File: config.mk
export PLATFORM = sky130hd
export DESIGN_NAME = prog_tick_counter
export DESIGN_NICKNAME = d
export VERILOG_FILES = /design/src/rtl/prog_tick_counter.sv
export SDC_FILE = /design/constraint.sdc
export NUM_CORES = 1
export LEC_CHECK = 0
export CORE_UTILIZATION = 50
export DETAILED_ROUTE_END_ITERATION = 10
export PLACE_DENSITY = 0.81
export REMOVE_ABC_BUFFERS = 1
export SYNTH_ARGS = -nofsm -noshare
export SYNTH_HDL_FRONTEND = slang
export SYNTH_SLANG_ARGS = --single-unit
File: constraint.sdc
create_clock -name clock -period 3.7 [get_ports clock]
set_input_delay 0.37 -clock clock [delete_from_list [all_inputs] [get_ports clock]]
set_output_delay 0.37 -clock clock [all_outputs]
set_load 0.02 [all_outputs]
File: src/rtl/prog_tick_counter.sv
// Programmable-period tick generator: counts enabled cycles up to a run-time period, pulses o_tick on wrap.
// Optional tick counter output enabled by defining PROG_TICK_COUNTER_WRAPCNT_EN.
module prog_tick_counter #(
  parameter int unsigned NB_COUNT       = 8,
  parameter int unsigned DEFAULT_PERIOD = 4
`ifdef PROG_TICK_COUNTER_WRAPCNT_EN
  ,
  parameter int unsigned NB_WRAP        = 16
`endif
) (
  input  logic                clock,
  input  logic                i_reset,
  input  logic                i_enable,
  input  logic                i_start,
  input  logic                i_clear,
  input  logic                i_mode,
  input  logic [NB_COUNT-1:0] i_period,
  output logic [NB_COUNT-1:0] o_count,
  output logic                o_tick,
  output logic                o_busy,
  output logic                o_done
`ifdef PROG_TICK_COUNTER_WRAPCNT_EN
  ,
  output logic [NB_WRAP-1:0]  o_wrap_cnt
`endif
);

  typedef enum logic [1:0] {
    IDLE = 2'd0,
    RUN  = 2'd1,
    DONE = 2'd2
  } state_e;

  state_e              state_q, state_d;
  logic [NB_COUNT-1:0] count_q, count_d;
  logic [NB_COUNT-1:0] period_q, period_d;
  logic                mode_q, mode_d;
  logic                tick_q, tick_d;
  logic                busy_q, busy_d;
  logic                done_q, done_d;

  // State and datapath registers
  always_ff @(posedge clock) begin
    if (i_reset) begin
      state_q  <= IDLE;
      count_q  <= '0;
      period_q <= NB_COUNT'(DEFAULT_PERIOD);
      mode_q   <= 1'b0;
      tick_q   <= 1'b0;
      busy_q   <= 1'b0;
      done_q   <= 1'b0;
    end else begin
      state_q  <= state_d;
      count_q  <= count_d;
      period_q <= period_d;
      mode_q   <= mode_d;
      tick_q   <= tick_d;
      busy_q   <= busy_d;
      done_q   <= done_d;
    end
  end

  // Next-state logic; clear beats start beats counting
  always_comb begin
    state_d  = state_q;
    count_d  = count_q;
    period_d = period_q;
    mode_d   = mode_q;
    tick_d   = 1'b0;
    if (i_clear) begin
      state_d = IDLE;
      count_d = '0;
    end else if (i_start) begin
      period_d = i_period;
      mode_d   = i_mode;
      count_d  = '0;
      state_d  = RUN;
    end else begin
      case (state_q)
        RUN: begin
          if (i_enable) begin
            if (count_q == period_q) begin
              count_d = '0;
              tick_d  = 1'b1;
              if (mode_q) state_d = DONE;
            end else begin
              count_d = count_q + NB_COUNT'(1);
            end
          end
        end
        DONE:    count_d = '0;
        default: ;
      endcase
    end
    busy_d = (state_d == RUN);
    done_d = (state_d == DONE);
  end

  assign o_count = count_q;
  assign o_tick  = tick_q;
  assign o_busy  = busy_q;
  assign o_done  = done_q;

`ifdef PROG_TICK_COUNTER_WRAPCNT_EN
  logic [NB_WRAP-1:0] wrap_q, wrap_d;

  // Saturating tick counter, advanced alongside the registered tick
  always_comb begin
    wrap_d = wrap_q;
    if (tick_d && (wrap_q != {NB_WRAP{1'b1}})) wrap_d = wrap_q + NB_WRAP'(1);
  end

  always_ff @(posedge clock) begin
    if (i_reset) wrap_q <= '0;
    else         wrap_q <= wrap_d;
  end

  assign o_wrap_cnt = wrap_q;
`endif

endmodule
==> results of run 1 <==
==> worst paths after layout <==
path | start | cells past startpoint | slack [ps] | to
max | o_count[3] | 5 | 1870 | o_count[5]
max reg2reg | o_count[3] | 5 | 1870 | o_count[5]
min | period_q[1] | 2 | 470 | period_q[1]
min reg2reg | period_q[1] | 2 | 470 | period_q[1]
==> cell usage after synthesis <==
library cell  instances
and2_1                3
nand2_1              31
nand3b_1              1
a32oi_1               1
nand3_1               3
ha_1                  1
o21ai_0               2
xnor2_1               2
xor2_1                8
nor4_2                2
a21oi_1               9
nand2b_1              1
or3_1                 1
nor2_1               15
and3b_1               1
a22oi_1               1
nor4_1                1
clkbuf_1              4
nand2_2               1
o311ai_2              1
dfxtp_1              22
a41oi_1               2
nor3b_1               1
o211ai_1              4
and2b_1               1
and2_2                1
nor2b_1               3
or2_2                 1
nor3_1                4
==> final cells by class <==
type / count / share of cell area
multi-input combinational: 102 / 0.434
sequential: 22 / 0.332
timing repair buffer: 24 / 0.181
clock buffer: 4 / 0.0274
tap: 27 / 0.0255
==> logic make-up after synthesis <==
group                    Yosys count
adder cells (fa/ha/maj)            1
AND/OR/NAND/NOR                   71
buffers and inverters              4
XOR/XNOR                          10
flip-flops                        22
AO/OA/AOI/OAI                     20
==> per-stage QoR <==
stage / util / instances / cell area, um2
final: 0.683 / 179 / 1330
after global routing: 0.683 / 179 / 1330
after CTS: 0.683 / 179 / 1330
after detailed placement: 0.664 / 175 / 1290
after global placement: 0.664 / 175 / 1290
after floorplan: - / 124 / 1020
==> placed cells by master (no fill, tap or decap) <==
cell	synthesis	final
and3b_1	1	1
nand3b_1	1	1
a32oi_1	1	1
nor3_1	4	4
nand2b_1	1	1
nand2_1	31	31
nor4_2	2	2
clkdlybuf4s50_1	0	24
and2b_1	1	1
clkbuf_4	0	3
o21ai_0	2	2
clkbuf_8	0	1
nor4_1	1	1
nor2_1	15	15
o211ai_1	4	4
and2_1	3	3
and2_2	1	1
xor2_1	8	8
a22oi_1	1	1
dfxtp_1	22	22
a21oi_1	9	9
or3_1	1	1
nor2b_1	3	3
or2_2	1	1
nor3b_1	1	1
ha_1	1	1
nand2_2	1	1
a41oi_1	2	2
o311ai_2	1	1
xnor2_1	2	2
nand3_1	3	3
==> layer usage <==
layer | wire length (um) | vias up | track usage
li1 | - | 483 | -
met1 | 896 | 437 | 0.270
met2 | 1080 | 31 | 0.351
met3 | 87 | 4 | 0.0453
met4 | 27 | 0 | 0.103
met5 | 0 | - | 0
==> registers in the layout (all words and copies together) (netlist names) <==
signal / cells
o_done: 1
o_tick: 1
state_q: 2
o_count: 8
mode_q: 1
period_q: 8
o_busy: 1
==> power groups by stage <==
stage	registers, mW	clock network, mW	logic, mW
CTS	0.247	0.134	0.0461
global route	0.248	0.144	0.0513
floorplan	0.252	0	0.0226
global placement	0.252	0	0.0443
detailed placement	0.252	0	0.0454
finish	0.247	0.132	0.0459
==> worst max-delay path: stages, from the launching register on <==
cell and delay, ps:
dfxtp_1 490, xor2_1 120, nor4_2 480, nand2_2 260, o21ai_0 300, nor2_1 80
==> flow_summary.json, run 1 <==
{
  "run_status": "finished clean",
  "drc_errors": 0,
  "cts_root_buf": "clkbuf_4",
  "synth_compound_area_frac": 0.131,
  "netlist_area_mm2": 0.00103,
  "synth_simple_gate_area_frac": 0.330,
  "port_buffers": 24,
  "sequentialPowerShare": 0.581,
  "yosys.area.top_type": "dfxtp_1",
  "power_frac_clock": 0.311,
  "rows": 16,
  "cp.arrival_ps": 2040,
  "cts_resized": 0,
  "antenna_cells": 0,
  "start_util": 0.531,
  "antenna_found_initial": 0,
  "antenna_left": 0,
  "regArea_um2": 440,
  "cts_tree": "built",
  "multi_input_area_um2": 576,
  "fin_crit_ps": 1830,
  "worstPathMaxFanout": 10,
  "grt_pass1_vias": 805,
  "grt_pass1_wl_um": 3380,
  "drv_slew": 0,
  "synth_adder_area_share": 0.0121,
  "avgRoutedWirePerCell_um": 11.7,
  "die_w_um": 47.4,
  "intPower_mw": 0.326,
  "fin_crit_sh": 0.496,
  "synth-seq-cells": 22,
  "avgSynthCellArea_um2": 8.05,
  "grt_usage": 0.215,
  "synth_top_family_by_area": "simple AND/OR/NAND/NOR gates",
  "setup_slack_ps": 1870,
  "ios": 25,
  "cts_made_buffers": 3,
  "switching_power_mw": 0.0990,
  "cts.path.max_buffers": 2,
  "dp_hpwl_um": 1600,
  "syn_to_final_growth_pct": 28.6,
  "viasPerCell": 5.34,
  "power_density_mw_per_mm2": 320,
  "ys_seq_area_frac": 0.427,
  "drt-pass1-iter-count": 4,
  "finalPower_mw": 0.425,
  "core_mm2": 0.00194,
  "finalHoldViolCount": 0,
  "wl_um": 2090,
  "tns_ps": 0,
  "hold_class": "flip-flop to flip-flop",
  "max_freq_ghz": 0.545,
  "place_congestion": 0.858,
  "p_leak_nw": 0.521,
  "layout.nets": 168,
  "place_ws_ps": 1650,
  "worstPathRequired_ps": 3910,
  "htree_levels": 1,
  "critical_path_class": "flip-flop to flip-flop",
  "cp-end-kind": "flip-flop",
  "fillCellCount": 170,
  "finClkSkew_ps": 3.43,
  "yosysUniqueCellTypes": 29,
  "grt_max_degree": 13,
  "p_comb_frac": 0.108,
  "dieArea_mm2": 0.00225,
  "cap_violations": 0,
  "syn_inst": 128,
  "clk_latency_ps": 310,
  "post-cts-setup-buffers": 0,
  "ys.warnings.count": 0,
  "cts.sinks": 22,
  "yosys-top-cells-area": "dfxtp_1, nand2_1, xor2_1, nor2_1, a21oi_1",
  "synth_top_cell_area_share": 0.427,
  "drtIter0Drc": 17,
  "drive_gt1_frac": 0.0658,
  "holdWs_ps": 474,
  "tightestPinTransition_ps": 553,
  "clkTransAtPathRegs_ps": 120,
  "gr-total-overflow": 0,
  "synth_xor_area_frac": 0.0850,
  "slew_headroom": 0.630,
  "hold_buffers": 0,
  "switching_share": 0.233,
  "critPathLaunchType": "flip-flop",
  "ir_worst_vdd_mv": 0.241,
  "setup_violations": 0,
  "num_vias": 955,
  "rsz0062_at_grt": "no",
  "fp.dieH_um": 47.4,
  "synthMuxAreaShare": 0
}
Power figures use the tool's default switching activity.
==> run 2: changes to the inputs <==
- CORE_UTILIZATION: 50 -> 48
- PLACE_DENSITY: 0.81 -> 0.78
- clock period: 3.7 -> 1.9 ns (I/O delays scaled with it)
==> run 2 against run 1 <==
Net effect: first-iteration DRC count is the same; clock skew down 2.8 ps; combinational power is 100% higher; sequential share of layout area shrank 0.77 points; design area grew 2.4%; final cell count is 2.8% higher; flip-flop and latch count is the same; die area is 4.0% higher; hold slack got worse by 51 ps; sequential power grew 95%; routed wire length is 8.2% higher; critical path type unchanged; critical endpoint is now o_count[7].
==> flow_summary.json, run 2 (synthesis gave the netlist of run 1 again) <==
{
  "antenna_cells": 0,
  "critPathLaunchType": "flip-flop",
  "clkTransAtPathRegs_ps": 110,
  "htree_levels": 1,
  "cts_tree": "built",
  "cts_root_buf": "clkbuf_4",
  "drive_gt1_frac": 0.0955,
  "worstPathRequired_ps": 2100,
  "fin_crit_sh": 0.893,
  "rsz0062_at_grt": "no",
  "tns_ps": 0,
  "grt_pass1_wl_um": 4110,
  "port_buffers": 24,
  "avgRoutedWirePerCell_um": 12.3,
  "cts_made_buffers": 3,
  "place_congestion": 0.874,
  "ir_worst_vdd_mv": 0.449,
  "die_w_um": 48.3,
  "clk_latency_ps": 300,
  "drv_slew": 0,
  "critical_path_class": "flip-flop to flip-flop",
  "grt_max_degree": 12,
  "cts_resized": 0,
  "cts.sinks": 22,
  "dieArea_mm2": 0.00234,
  "cp.arrival_ps": 1890,
  "viasPerCell": 5.18,
  "fp.dieH_um": 48.3,
  "finalHoldViolCount": 0,
  "fillCellCount": 160,
  "finClkSkew_ps": 0.599,
  "setup_violations": 0,
  "ios": 25,
  "run_status": "finished clean",
  "cap_violations": 0,
  "r2r_cells": 5,
  "power_density_mw_per_mm2": 576,
  "start_util": 0.520,
  "hold_class": "primary input to flip-flop",
  "drtIter0Drc": 17,
  "fin_crit_ps": 1700,
  "cpMaxStageDelayCell": "dfxtp_1",
  "p_leak_nw": 0.545,
  "grt_pass1_vias": 947,
  "drt-pass1-iter-count": 4,
  "layout_commonest_cell": "nand2_1",
  "antenna_found_initial": 0,
  "grt_usage": 0.227,
  "hold_buffers": 0,
  "wl_um": 2260,
  "layout.nets": 174,
  "cpPeakStageDelay_ps": 480,
  "cp-end-kind": "flip-flop",
  "num_vias": 953,
  "drc_errors": 0,
  "post-cts-setup-buffers": 0,
  "rows": 16,
  "holdWs_ps": 423,
  "max_freq_ghz": 0.589,
  "tightestPinTransition_ps": 397,
  "slew_headroom": 0.733,
  "cts.path.max_buffers": 2,
  "gr-total-overflow": 0,
  "antenna_left": 0,
  "path_cells": "xor2_1 > nor4_2 > nand2_2 > o21ai_0 > nor2_1",
  "layout_common_cells": "nand2_1, clkdlybuf4s50_1, dfxtp_1, nor2_1, a21oi_1",
  "dp_hpwl_um": 1730,
  "syn_to_final_growth_pct": 31.7,
  "min_path_cells": 3,
  "ff2ff_setup_slack_ps": 200,
  "worstPathMaxFanout": 10,
  "core_mm2": 0.00198
}
-- run 2: worst paths after layout --
check	endpoint	start
hold reg to reg	period_q[1]	period_q[1]
setup reg to reg	o_count[7]	o_count[1]
hold / removal	period_q[7]	i_period[7]
setup / recovery	o_count[7]	o_count[1]
-- run 2: cell type report --
class,count,area [um2],area share
flip-flops and latches,22,440,0.324
multi-input cells,102,576,0.424
repair buffers,30,285,0.210
clock buffers,3,22.5,0.0166
well taps,27,33.8,0.0249
-- run 2: where the power goes --
part / internal, mW / total, mW / switching (mW)
clock network: 0.0739 / 0.207 / 0.133
logic: 0.0474 / 0.0931 / 0.0457
registers: 0.473 / 0.481 / 0.00842
-- run 2: per-layer routing --
layer	part of all wire	global-route usage
met2	0.48	0.397
met1	0.46	0.277
met3	0.035	0.0283
met5	0	0
met4	0.018	0.103
-- run 2: worst max-delay path, delay by kind of cell, from the launching register on --
kind,cells,cell delay (ps)
simple gates,3,700
compound gates,1,300
xor+xnor,1,120
flops,1,480
-- run 2: per-stage QoR --
stage	utilization	std cells	setup slack, ps	cell area [um2]	total power, mW
2_1_floorplan	-	124	271	1020	0.535
3_3_place_gp	0.674	181	141	1340	0.581
3_5_place_dp	0.674	181	113	1340	0.584
4_1_cts	0.685	184	208	1360	0.788
5_1_grt	0.685	184	33.9	1360	0.811
6_report	0.685	184	203	1360	0.781
